===== src/rtl/cb_synthesis.sv =====
// Huffman codebook synthesis: depth-first walk of an indexed node array that
// emits each leaf's character and code, handshaking with the header writer.
module cb_synthesis (
  input  logic         clk,
  input  logic         rst,
  input  logic [6:0]   max_index,
  input  logic [70:0]  h_element,
  input  logic         write_finish,
  output logic [6:0]   curr_index,
  output logic [127:0] curr_path,
  output logic [127:0] char_path,
  output logic [7:0]   char_index,
  output logic         char_found,
  output logic [8:0]   least1,
  output logic [8:0]   least2,
  output logic [6:0]   track_length,
  output logic [6:0]   pos,
  output logic         wait_cycle,
  output logic [2:0]   curr_state,
  output logic [3:0]   finished
);

  typedef enum logic [2:0] {
    S_LEFT      = 3'd0,
    S_RIGHT     = 3'd1,
    S_TRACK     = 3'd2,
    S_BACKTRACK = 3'd3,
    S_FINISH    = 3'd4,
    S_INIT      = 3'd5,
    S_SEND      = 3'd6
  } state_e;

  state_e         state_q;
  state_e         ret_q;
  logic [6:0]     curr_index_q;
  logic [127:0]   curr_path_q;
  logic [127:0]   char_path_q;
  logic [7:0]     char_index_q;
  logic           char_found_q;
  logic [8:0]     least1_q;
  logic [8:0]     least2_q;
  logic [6:0]     track_length_q;
  logic [6:0]     pos_q;
  logic           wait_q;
  logic [3:0]     finished_q;

  // Child field decode: bit8 clear is a leaf, bit8 and bit7 set is null.
  logic [8:0] left_w;
  logic [8:0] right_w;
  logic       left_leaf_w;
  logic       left_null_w;
  logic       right_leaf_w;
  logic       right_null_w;
  logic       unused_w;

  assign left_w       = h_element[63:55];
  assign right_w      = h_element[54:46];
  assign left_leaf_w  = ~left_w[8];
  assign left_null_w  = left_w[8] & left_w[7];
  assign right_leaf_w = ~right_w[8];
  assign right_null_w = right_w[8] & right_w[7];
  assign unused_w     = ^{h_element[70:64], h_element[45:0]};

  // NOTE: every register here updates with <= so all next-state values are
  // computed from the same pre-edge snapshot regardless of statement order.
  always_ff @(posedge clk) begin
    if (rst) begin
      state_q        <= S_INIT;
      ret_q          <= S_RIGHT;
      curr_index_q   <= 7'd0;
      curr_path_q    <= 128'd1;
      char_path_q    <= 128'd0;
      char_index_q   <= 8'd0;
      char_found_q   <= 1'b0;
      least1_q       <= 9'd0;
      least2_q       <= 9'd0;
      track_length_q <= 7'd0;
      pos_q          <= 7'd0;
      wait_q         <= 1'b0;
      finished_q     <= 4'b0000;
    end else begin
      case (state_q)
        S_INIT: begin
          curr_index_q   <= max_index;
          curr_path_q    <= 128'd1;
          track_length_q <= 7'd0;
          wait_q         <= 1'b1;
          state_q        <= S_LEFT;
        end

        S_LEFT: begin
          if (wait_q) begin
            wait_q <= 1'b0;
          end else begin
            least1_q <= left_w;
            least2_q <= right_w;
            if (left_null_w) begin
              state_q <= S_RIGHT;
            end else if (left_leaf_w) begin
              char_index_q <= left_w[7:0];
              char_path_q  <= {curr_path_q[126:0], 1'b0};
              char_found_q <= 1'b1;
              ret_q        <= S_RIGHT;
              state_q      <= S_SEND;
            end else begin
              curr_path_q    <= {curr_path_q[126:0], 1'b0};
              track_length_q <= track_length_q + 7'd1;
              curr_index_q   <= left_w[6:0];
              wait_q         <= 1'b1;
            end
          end
        end

        S_RIGHT: begin
          if (wait_q) begin
            wait_q <= 1'b0;
          end else if (right_null_w) begin
            state_q <= S_BACKTRACK;
          end else if (right_leaf_w) begin
            char_index_q <= right_w[7:0];
            char_path_q  <= {curr_path_q[126:0], 1'b1};
            char_found_q <= 1'b1;
            ret_q        <= S_BACKTRACK;
            state_q      <= S_SEND;
          end else begin
            curr_path_q    <= {curr_path_q[126:0], 1'b1};
            track_length_q <= track_length_q + 7'd1;
            curr_index_q   <= right_w[6:0];
            wait_q         <= 1'b1;
            state_q        <= S_LEFT;
          end
        end

        S_SEND: begin
          if (write_finish) begin
            char_found_q <= 1'b0;
            state_q      <= ret_q;
          end
        end

        // One path bit per cycle; a trailing 0 marks a parent whose right
        // subtree is still unvisited, so re-walk from the root to reach it.
        S_BACKTRACK: begin
          if (curr_path_q == 128'd1) begin
            finished_q <= 4'b0101;
            state_q    <= S_FINISH;
          end else begin
            curr_path_q    <= curr_path_q >> 1;
            track_length_q <= track_length_q - 7'd1;
            if (!curr_path_q[0]) begin
              pos_q        <= track_length_q - 7'd1;
              curr_index_q <= max_index;
              wait_q       <= 1'b1;
              state_q      <= S_TRACK;
            end
          end
        end

        S_TRACK: begin
          if (wait_q) begin
            wait_q <= 1'b0;
          end else if (pos_q == 7'd0) begin
            state_q <= S_RIGHT;
          end else begin
            curr_index_q <= curr_path_q[pos_q - 7'd1] ? right_w[6:0] : left_w[6:0];
            pos_q        <= pos_q - 7'd1;
            wait_q       <= 1'b1;
          end
        end

        S_FINISH: begin
          finished_q <= 4'b0101;
        end

        default: begin
          state_q <= S_INIT;
        end
      endcase
    end
  end

  assign curr_index   = curr_index_q;
  assign curr_path    = curr_path_q;
  assign char_path    = char_path_q;
  assign char_index   = char_index_q;
  assign char_found   = char_found_q;
  assign least1       = least1_q;
  assign least2       = least2_q;
  assign track_length = track_length_q;
  assign pos          = pos_q;
  assign wait_cycle   = wait_q;
  assign curr_state   = state_q;
  assign finished     = finished_q;

endmodule


===== config.mk =====
export PLATFORM = sky130hd
export DESIGN_NAME = cb_synthesis
export DESIGN_NICKNAME = d
export VERILOG_FILES = /design/src/rtl/cb_synthesis.sv
export SDC_FILE = /design/constraint.sdc
export NUM_CORES = 1
export LEC_CHECK = 0
export CORE_UTILIZATION = 40
export DETAILED_ROUTE_END_ITERATION = 6
export GPL_ROUTABILITY_DRIVEN = 0
export GPL_TIMING_DRIVEN = 0
export PLACE_DENSITY = 0.73
export SETUP_SLACK_MARGIN = 0.3
export SLEW_MARGIN = 20
export SYNTH_ARGS = -nofsm -noshare
export SYNTH_HDL_FRONTEND = slang
export SYNTH_SLANG_ARGS = --single-unit

===== constraint.sdc =====
create_clock -name clk -period 8.2 [get_ports clk]
set_input_delay 1.64 -clock clk [delete_from_list [all_inputs] [get_ports clk]]
set_output_delay 1.64 -clock clk [all_outputs]
set_load 0.005 [all_outputs]

==> summary.txt, run 1 <==
Clock network
  • CTS root buf: clkbuf_16
  • Clock-pin slew on the worst setup and hold paths: roughly 60 ps
  • TritonCTS clock tree: built
  • Buffer depth of the longest clock path: 3
  • CTS Hold Bufs: 0
  • # H-tree levels: 2
  • Number of clock sinks: 309
  • PostCTS Resize Cnt: 0
  • Clk_lat worst skew: ~520 ps
  • Buffers inserted by post-CTS timing repair: 0
  • Total CTS buffers: 36

STA
  • RSZ-0062 raised after global routing: false
  • Setup tns final: 0 ps
  • Final critical-path required period: 4263 ps
  • Tightest Pin Transition: 1171 ps
  • Final Setup Violations: 0
  • Fin crit share: ~52%
  • Worst slew margin: 21.92%
  • Skew final: 19.18 ps
  • Fin. Hold Viols: 0
  • FMAX: 234.6 MHz
  • Fin worst setup slack: roughly 3900 ps
  • Final Max Slew Viols: 0
  • Fin Hold WS: 451.9 ps

Hold path
  • Worst Min Path Start: char_path[84]
  • Hold Crit Class: reg2reg

Synth
  • Number of synthesized flops with an enable pin: 0
  • Synth Warn #: 0
  • Post-synth ARST share: 0%
  • Post-Syn Area: 14340 µm²
  • Yosys reg bits: about 300
  • Mapped Cells: between 1500 and 2000
  • Avg Inst Size Synth: 8.605 µm²
  • Synth unique cells: 65
  • Most used DFF post-synth: dfxtp_1
  • Sequential-to-total area share from yosys stat: 43.15%

Routing
  • DR vias: 14740
  • Via density: between 5 and 6
  • Routed Antenna Nets: 0
  • Average wire per standard cell: between 20 and 25 µm
  • TritonRoute pass-1 iters: 6
  • Iter 0 DRT Violations: 1431
  • DR DRC count: 0
  • Routed WL: between 50 and 60 mm

Power and ir drop
  • Sw Pwr: 3.249 mW
  • LEAKAGE: 6.505 nW
  • Clock Power Share: 21.5%
  • Switching share of total power: 41.18%
  • Sequential power share: about a third
  • Overall power: 7.891 mW
  • Pwr Density: 404.2 nW/µm²
  • VDD IR max: 0.2098 mV
  • Internal: around 4.6 mW
  • Proportion of power drawn by combinational gates: between 40% and 50%

Worst setup path
  • Crit. End Element: flop
  • Beginning of the worst register-to-register path: pos[0]
  • Crit Path Max Fanout: 10
  • Startpoint types: input pin
  • Req. time, crit path: 8640 ps
  • Setup CP Type: in2reg
  • Worst Path Arrival: 4710 ps
  • CP startpoint: h_element[54]

Cells and area
  • Final cell count without fillers: 2519
  • Fillers: 3137
  • Area growth, synth to finish: 36.16%
  • Utilization after layout: a little under three fifths
  • Number of antenna diodes: 0
  • Final Instance Area: 19520 µm²
  • Share of layout cells above drive strength 1: 7.171%
  • Final nets: 2126

Placement
  • Placed Instances: 2458
  • Placed cell areas: 18270 µm²
  • Port-buffer cells: 336
  • Post-placement setup slack: between 3000 and 4000 ps
  • Final HPWL from detailed placement: 36.40 mm

Global routing
  • First-pass GRT wire length: 78.16 mm
  • All-Layer GR Usage: a little over a quarter
  • Largest net degree at the start of global routing: 14
  • Total gr overflow: 0
  • Number of global-route vias before repair: around 13000
  • GR Util met3: approximately 4.4%
  • Most Crowded Layer GR: met2
  • Grt met2 use: a little over two fifths
  • Initial antenna violation count: 0
  • GRT met1 Usage: 36.89%

Floorplan
  • Die height: 191.3 µm
  • # IOs: 393
  • Die ar.: 36600 µm²
  • Core Footprint: 34880 µm²
  • Die X: roughly 190 µm
  • Site Rows: approximately 70
  • Starting Density: 41.10%

Job
  • Max-Cap Viols: 0

Outcome
  • Run status: finished, final reports clean
==> synth_stat cells (all sizes together), types with 4 or more instances <==
master | count | area, µm²
and3 | 5 | 31.28
or2 | 4 | 25.03
a221o | 8 | 80.08
dfxtp | 309 | 6186
mux4 | 32 | 810.8
nor3b | 4 | 30.03
o211ai | 4 | 30.03
or3 | 4 | 25.02
nor4 | 35 | 237.7
a22oi | 130 | 975.9
buf | 46 | 366.6
o22ai | 11 | 75.07
o21a | 7 | 52.55
o21ai | 30 | 150.1
clkbuf | 110 | 412.9
nor3 | 17 | 85.08
ha | 4 | 50.05
nor2 | 170 | 643.1
a211oi | 141 | 1159
nand3 | 20 | 100.1
nand2 | 316 | 1194
mux2i | 21 | 210.2
a21oi | 168 | 840.8
xor2 | 7 | 61.31
nand4 | 11 | 68.82
inv | 8 | 30.03
mux2 | 7 | 78.83
==> final timing paths <==
kind	cells past startpoint	end	slack, ps
max reg2reg	14	curr_index[3]	4100
min reg2reg	2	char_path[84]	450
min	2	char_path[84]	450
max	8	char_path[0]	3940
==> power groups by stage <==
stage / Sequential, mW / Combinational (mW) / Clock, mW
detailed placement: 2.78 / 3.38 / 0
global route: 2.84 / 3.71 / 1.78
global placement: 2.77 / 3.30 / 0
finish: 2.78 / 3.42 / 1.70
floorplan: 2.50 / 1.94 / 0
CTS: 2.75 / 3.40 / 1.71
==> logic make-up after synthesis <==
family	Yosys count	share of synthesized area (%)
other	1	0.02616
adder cells (fa/ha/maj)	4	0.3491
buffers and inverters	164	5.647
multiplexers	60	7.671
XOR/XNOR	10	0.6110
AND/OR/NAND/NOR	599	17.70
AO/OA/AOI/OAI	519	24.85
flip-flops	309	43.15
==> layer usage <==
| metal | wire length (µm) | share of wire (%) |
|---|---|---|
| met1 | 21830 | 42 |
| met5 | 0 | 0 |
| met2 | 23980 | 46 |
| met4 | 1601 | 3.1 |
| met3 | 4304 | 8.3 |
==> sequential cells by signal, summed over array words and instances, names as in the netlist <==
register and count:
char_found 1, char_index 8, char_path 128, curr_index 7, curr_path 128, curr_state 3, finished 1, least1 9
least2 9, pos 7, track_length 7, wait_cycle 1
==> cells in the final DEF (no fill, tap or decap), types with 10 or more instances in the layout <==
cell / instances
a211oi_1: 121
a211oi_2: 20
a21oi_1: 168
a22oi_1: 130
buf_2: 13
buf_6: 19
clkbuf_1: 113
clkbuf_16: 37
clkdlybuf4s50_1: 336
dfxtp_1: 309
mux2i_1: 21
mux4_1: 24
nand2_1: 315
nand3_1: 20
nand4_1: 11
nor2_1: 168
nor3_1: 17
nor4_1: 32
o21ai_0: 30
o22ai_1: 10
==> final cells by class <==
type	count	area (µm²)	share of cell area, %
buffer	156	779.5	3.993
inverter	8	30.03	0.1538
clock buffer	48	1047	5.365
multi-input combinational	1194	7345	37.63
timing repair buffer	336	3363	17.23
tap	455	569.3	2.916
clock inverter	13	200.2	1.026
sequential	309	6186	31.69
==> worst max-delay path: stages <==
cell	delay [ps]
clkdlybuf4s50_1	530
mux2i_1	220
nor3b_1	190
clkbuf_1	770
clkbuf_1	600
buf_1	430
nand2_1	160
a21oi_1	150
Note: power is estimated with default switching activity, not from simulation.
==> run 2, diff against run 1 <==
clock period = 4.4 ns   (was 8.2 ns; I/O delays follow)
==> run 2 against run 1 <==
Via count hardly changed. Sequential share of layout area hardly changed. Clock power grew 86%. Critical endpoint is now curr_index[3]. Final cell count is the same. Worst hold slack about the same. Wire length is 0.10% higher. Count of clock-buffer cells in the layout stayed put. Sequential power is 86% higher. Highest routed layer unchanged. Largest cell class unchanged. Setup slack worse by 3400 ps. Die area stayed put. Critical path type is now reg2reg. Global-route usage did not move.
==> summary.txt, run 2 (synthesis results as in run 1) <==
Outcome
  • Run status: finished, final reports clean (unchanged)

STA
  • FMAX: 259.8 MHz
  • Fin crit share: 87.50%
  • RSZ-0062 raised after global routing: false (unchanged)
  • Final Setup Violations: 0 (unchanged)
  • Fin worst setup slack: 550.1 ps (was 3937 ps)
  • Tightest Pin Transition: 1171 ps (about the same)
  • Final Max Slew Viols: 0 (unchanged)
  • Worst slew margin: 21.96% (was 21.92%)
  • Fin. Hold Viols: 0 (unchanged)
  • Skew final: 15.53 ps (was 19.18 ps)
  • Final critical-path required period: 3850 ps
  • Setup tns final: 0 ps (unchanged)

Worst setup path
  • Reg2Reg Depth: 14 (unchanged)
  • Crit Path Max Fanout: 10 (unchanged)
  • RR Endpoint: curr_index[3] (unchanged)
  • CP startpoint: pos[0] (was h_element[54])
  • Critical Path End: curr_index[3] (was char_path[0])
  • Req. time, crit path: 4800 ps (was 8640 ps)
  • Reg2reg setup slack: 550 ps (was 4100 ps)
  • Startpoint types: flop (was input pin)
  • Setup CP Type: reg2reg (was in2reg)
  • Beginning of the worst register-to-register path: pos[0] (unchanged)
  • Crit. End Element: flop (unchanged)
  • Worst Path Arrival: 4250 ps (was 4710 ps)

Power and ir drop
  • VDD IR max: 0.3916 mV (was 0.2098 mV)
  • Proportion of power drawn by combinational gates: 43.4% (was 43.3%)
  • Internal: 8.650 mW (was 4.641 mW)
  • Pwr Density: 753.3 nW/µm² (was 404.2 nW/µm²)
  • Switching share of total power: 41.19% (was 41.18%)
  • Sw Pwr: 6.058 mW (was 3.249 mW)
  • Clock Power Share: 21.5% (about the same)
  • LEAKAGE: 6.512 nW (was 6.505 nW)
  • Sequential power share: 35.2% (about the same)

Cells and area
  • Most frequent cells in the layout: clkdlybuf4s50_1 (336), nand2_1 (315), dfxtp_1 (309) (unchanged)
  • Final cell count without fillers: 2519 (unchanged)
  • Fillers: 3137 (unchanged)
  • Area growth, synth to finish: 36.19% (was 36.16%)
  • Final Instance Area: 19530 µm² (was 19520 µm²)
  • Final nets: 2126 (unchanged)
  • Number of antenna diodes: 0 (unchanged)
  • Share of layout cells above drive strength 1: 7.267% (was 7.171%)
  • Most common cell after layout, fill and taps aside: clkdlybuf4s50_1 (unchanged)

Placement
  • Placed Instances: 2458 (unchanged)
  • Placed cell areas: 18270 µm² (unchanged)
  • Final HPWL from detailed placement: 36.40 mm (unchanged)
  • Port-buffer cells: 336 (unchanged)
  • Post-placement setup slack: 327.3 ps (was 3387 ps)

Routing
  • Via density: 5.854 (was 5.850)
  • Average wire per standard cell: 20.55 µm (was 20.53 µm)
  • DR vias: 14750 (was 14740)
  • Routed Antenna Nets: 0 (unchanged)
  • Iter 0 DRT Violations: 1475 (was 1431)
  • Routed WL: 51.77 mm (was 51.72 mm)
  • DR DRC count: 0 (unchanged)
  • TritonRoute pass-1 iters: 6 (unchanged)

Clock network
  • TritonCTS clock tree: built (unchanged)
  • PostCTS Resize Cnt: 1 (was 0)
  • Clk_lat worst skew: 520 ps (about the same)
  • # H-tree levels: 2 (unchanged)
  • Total CTS buffers: 36 (unchanged)
  • CTS root buf: clkbuf_16 (unchanged)
  • Buffers inserted by post-CTS timing repair: 0 (unchanged)
  • Buffer depth of the longest clock path: 3 (unchanged)
  • Number of clock sinks: 309 (unchanged)
  • CTS Hold Bufs: 0 (unchanged)
  • Clock-pin slew on the worst setup and hold paths: 60 ps (about the same)

Floorplan
  • Die ar.: 36600 µm² (unchanged)
  • Starting Density: 41.10% (unchanged)
  • Core Footprint: 34880 µm² (unchanged)
  • Die height: 191.3 µm (unchanged)
  • Die X: 191.3 µm (unchanged)
  • # IOs: 393 (unchanged)
  • Site Rows: 68 (unchanged)

Global routing
  • Number of global-route vias before repair: 13470 (unchanged)
  • All-Layer GR Usage: 27.08% (unchanged)
  • Largest net degree at the start of global routing: 14 (unchanged)
  • Initial antenna violation count: 0 (unchanged)
  • First-pass GRT wire length: 78.16 mm (unchanged)
  • Total gr overflow: 0 (unchanged)

Hold path
  • Hold Crit Class: reg2reg (unchanged)

Job
  • Max-Cap Viols: 0 (unchanged)
[run 2: cell type report]
type	instances	area [µm²]	area share [%]
inverter	8	30.03	0.1538
multi-input combinational	1194	7345	37.62
buffer	156	784.5	4.018
sequential	309	6186	31.68
timing repair buffer	336	3363	17.23
tap	455	569.3	2.916
clock inverter	13	200.2	1.025
clock buffer	48	1047	5.364
[run 2: per-layer routing]
layer | share of wire [%] | GRT usage, % | wire [µm]
met1 | 43 | 36.89 | 22050
met2 | 46 | 43.37 | 23920
met3 | 8.1 | 4.388 | 4190
met4 | 3.1 | 9.096 | 1611
met5 | 0 | 0 | 0
[run 2: worst min-delay path by stage]
stage	from	endpoint	slack (ps)	cells past startpoint
floorplan	char_path[100]	char_path[100]	450	2
global placement	char_path[48]	char_path[48]	440	2
detailed placement	char_path[91]	char_path[91]	450	2
CTS	char_path[91]	char_path[91]	450	2
global route	char_path[84]	char_path[84]	470	2
finish	char_path[84]	char_path[84]	450	2
[run 2: worst max-delay path, cell delays in order, from the launching register on]
cell and delay [ps]:
dfxtp_1 390, buf_6 210, buf_6 210, inv_1 90
ha_1 280, clkbuf_2 200, buf_4 240, buf_2 310
mux4_2 360, mux2i_1 260, a211oi_1 150, a22o_4 350
or2_1 230, buf_6 140, a221o_1 290
[run 2: per-stage QoR]
| stage | hold WS (ps) | total power, mW | util [%] |
|---|---|---|---|
| after floorplan | 452.7 | 8.261 | - |
| after global placement | 441.5 | 11.31 | 52.38 |
| after detailed placement | 446.3 | 11.47 | 52.38 |
| after CTS | 454.0 | 14.66 | 55.96 |
| after global routing | 469.8 | 15.52 | 55.97 |
| final | 452.0 | 14.71 | 55.97 |
[run 2: power by group through the flow]
stage / Sequential, mW / Clock (mW) / Combinational, mW
global placement: 5.16 / 0 / 6.16
finish: 5.17 / 3.16 / 6.38
global route: 5.29 / 3.32 / 6.92
detailed placement: 5.17 / 0 / 6.30
CTS: 5.12 / 3.19 / 6.34
floorplan: 4.65 / 0 / 3.61
==> run 3, diff against run 2 <==
CORE_UTILIZATION = 49   (was 40)
CTS_CLUSTER_DIAMETER = 200   (was not set)
PLACE_DENSITY = 0.86   (was 0.73)
==> run 3 against run 2 <==
Sequential power about the same. Critical path depth decreased by 1. Largest cell class unchanged. Clock power decreased by 6%. Sequential cell count unchanged.
==> summary.txt, run 3 (synthesis results as in run 1) <==
Outcome
  • Run status: finished, final reports clean (unchanged)

Global routing
  • Number of global-route vias before repair: 14140 (was 13470)
  • Initial antenna violation count: 2 (was 0)
  • First-pass GRT wire length: 78.34 mm (was 78.16 mm)
  • Total gr overflow: 0 (unchanged)
  • Largest net degree at the start of global routing: 14 (unchanged)
  • All-Layer GR Usage: 32.52% (was 27.08%)

Cells and area
  • Most frequent cells in the layout: clkdlybuf4s50_1 (336), nand2_1 (315), dfxtp_1 (309) (unchanged)
  • Final nets: 2124 (was 2126)
  • Most common cell after layout, fill and taps aside: clkdlybuf4s50_1 (unchanged)
  • Area growth, synth to finish: 34.95% (was 36.19%)
  • Share of layout cells above drive strength 1: 6.987% (was 7.267%)
  • Fillers: 2207 (was 3137)
  • Utilization after layout: 67.22% (was 55.97%)
  • Final cell count without fillers: 2446 (was 2519)

Routing
  • DR DRC count: 0 (unchanged)
  • Routed WL: 50.75 mm (was 51.77 mm)
  • Iter 0 DRT Violations: 1743 (was 1475)
  • TritonRoute pass-1 iters: 6 (unchanged)
  • Average wire per standard cell: 20.75 µm (was 20.55 µm)
  • DR vias: 15160 (was 14750)
  • Via density: 6.198 (was 5.854)
  • Routed Antenna Nets: 0 (unchanged)

Clock network
  • Buffers inserted by post-CTS timing repair: 0 (unchanged)
  • Clock-pin slew on the worst setup and hold paths: 70 ps (was 60 ps)
  • PostCTS Resize Cnt: 1 (unchanged)
  • TritonCTS clock tree: built (unchanged)
  • CTS Hold Bufs: 0 (unchanged)
  • # H-tree levels: 2 (unchanged)
  • Clk_lat worst skew: 520 ps (about the same)
  • Total CTS buffers: 34 (was 36)
  • Number of clock sinks: 309 (unchanged)
  • Buffer depth of the longest clock path: 3 (unchanged)
  • CTS root buf: clkbuf_16 (unchanged)

STA
  • Skew final: 10.12 ps (was 15.53 ps)
  • Setup tns final: 0 ps (unchanged)
  • Final critical-path required period: 3924 ps (was 3850 ps)
  • Fin crit share: 89.18% (was 87.50%)
  • Fin. Hold Viols: 0 (unchanged)
  • Worst slew margin: 28.96% (was 21.96%)
  • Tightest Pin Transition: 1066 ps (was 1171 ps)
  • FMAX: 254.8 MHz (was 259.8 MHz)
  • Final Setup Violations: 0 (unchanged)
  • Fin worst setup slack: 475.9 ps (was 550.1 ps)
  • RSZ-0062 raised after global routing: false (unchanged)
  • Final Max Slew Viols: 0 (unchanged)
  • Fin Hold WS: 452.1 ps (was 452.0 ps)

Power and ir drop
  • LEAKAGE: 6.475 nW (was 6.512 nW)
  • VDD IR max: 0.4136 mV (was 0.3916 mV)
  • Pwr Density: 751.1 nW/µm² (was 753.3 nW/µm²)

Floorplan
  • Site Rows: 62 (was 68)
  • Die ar.: 29950 µm² (was 36600 µm²)
  • Starting Density: 49.81% (was 41.10%)
  • Die height: 173.1 µm (was 191.3 µm)
  • # IOs: 393 (unchanged)
  • Die X: 173.1 µm (was 191.3 µm)
  • Core Footprint: 28780 µm² (was 34880 µm²)

Placement
  • Placed Instances: 2387 (was 2458)
  • Port-buffer cells: 336 (unchanged)
  • Post-placement setup slack: 332.8 ps (was 327.3 ps)
  • Final HPWL from detailed placement: 35.48 mm (was 36.40 mm)

Worst setup path
  • Startpoint types: flop (unchanged)
  • Req. time, crit path: 4800 ps (about the same)
  • Worst Path Arrival: 4330 ps (was 4250 ps)
  • Setup CP Type: reg2reg (unchanged)
  • Crit Path Max Fanout: 10 (unchanged)
  • Crit. End Element: flop (unchanged)

Job
  • Max-Cap Viols: 0 (unchanged)

Hold path
  • Hold Crit Class: reg2reg (unchanged)
==> run 3: metal layers <==
metal | up-vias | wire (µm) | share of wire (%) | global-route usage [%]
met4 | 2 | 2578 | 5.1 | 16.81
met5 | - | 15 | 0.030 | 0
li1 | 6832 | - | - | -
met3 | 178 | 4966 | 9.8 | 5.761
met2 | 971 | 23210 | 46 | 51.53
met1 | 7177 | 19990 | 39 | 42.52
==> run 3: power by group <==
group          leakage, nW  internal (mW)  switching (mW)  total [mW]
combinational         3.39           3.08            3.33        6.40
sequential            2.52           3.61            1.55        5.16
clock                0.571           1.79            1.18        2.97
total                 6.47           8.48            6.05        14.5
==> run 3: layout make-up <==
cell class / instances / area (µm²) / share of cell area, %
sequential: 309 / 6186 / 31.97
antenna: 1 / 2.502 / 0.01293
multi-input combinational: 1194 / 7345 / 37.96
clock inverter: 11 / 143.9 / 0.7437
tap: 384 / 480.5 / 2.483
clock buffer: 47 / 1013 / 5.238
inverter: 8 / 30.03 / 0.1552
timing repair buffer: 336 / 3363 / 17.38
buffer: 156 / 783.3 / 4.048
==> run 3: worst max-delay path, cell delays in order, from the launching register on <==
cell and delay [ps]:
dfxtp_1 380, buf_6 210, buf_6 210, inv_1 100
ha_1 290, clkbuf_2 210, clkbuf_1 590, mux4_1 420
mux2i_1 210, a222oi_1 160, a22o_4 350, or2_1 230
buf_6 140, a221o_1 290
==> run 3: worst paths after layout <==
| path | cells after the start | slack [ps] | end | startpoint |
|---|---|---|---|---|
| max | 13 | 480 | curr_index[1] | pos[0] |
| min | 2 | 450 | char_path[100] | char_path[100] |
| max reg2reg | 13 | 480 | curr_index[1] | pos[0] |
| min reg2reg | 2 | 450 | char_path[100] | char_path[100] |
==> run 3: stage by stage <==
step / area, µm² / total power, mW
3_3_place_gp: 18180 / 11.17
2_1_floorplan: 14340 / 8.261
5_1_grt: 19350 / 15.26
3_5_place_dp: 18180 / 11.41
4_1_cts: 19340 / 14.39
6_report: 19350 / 14.53
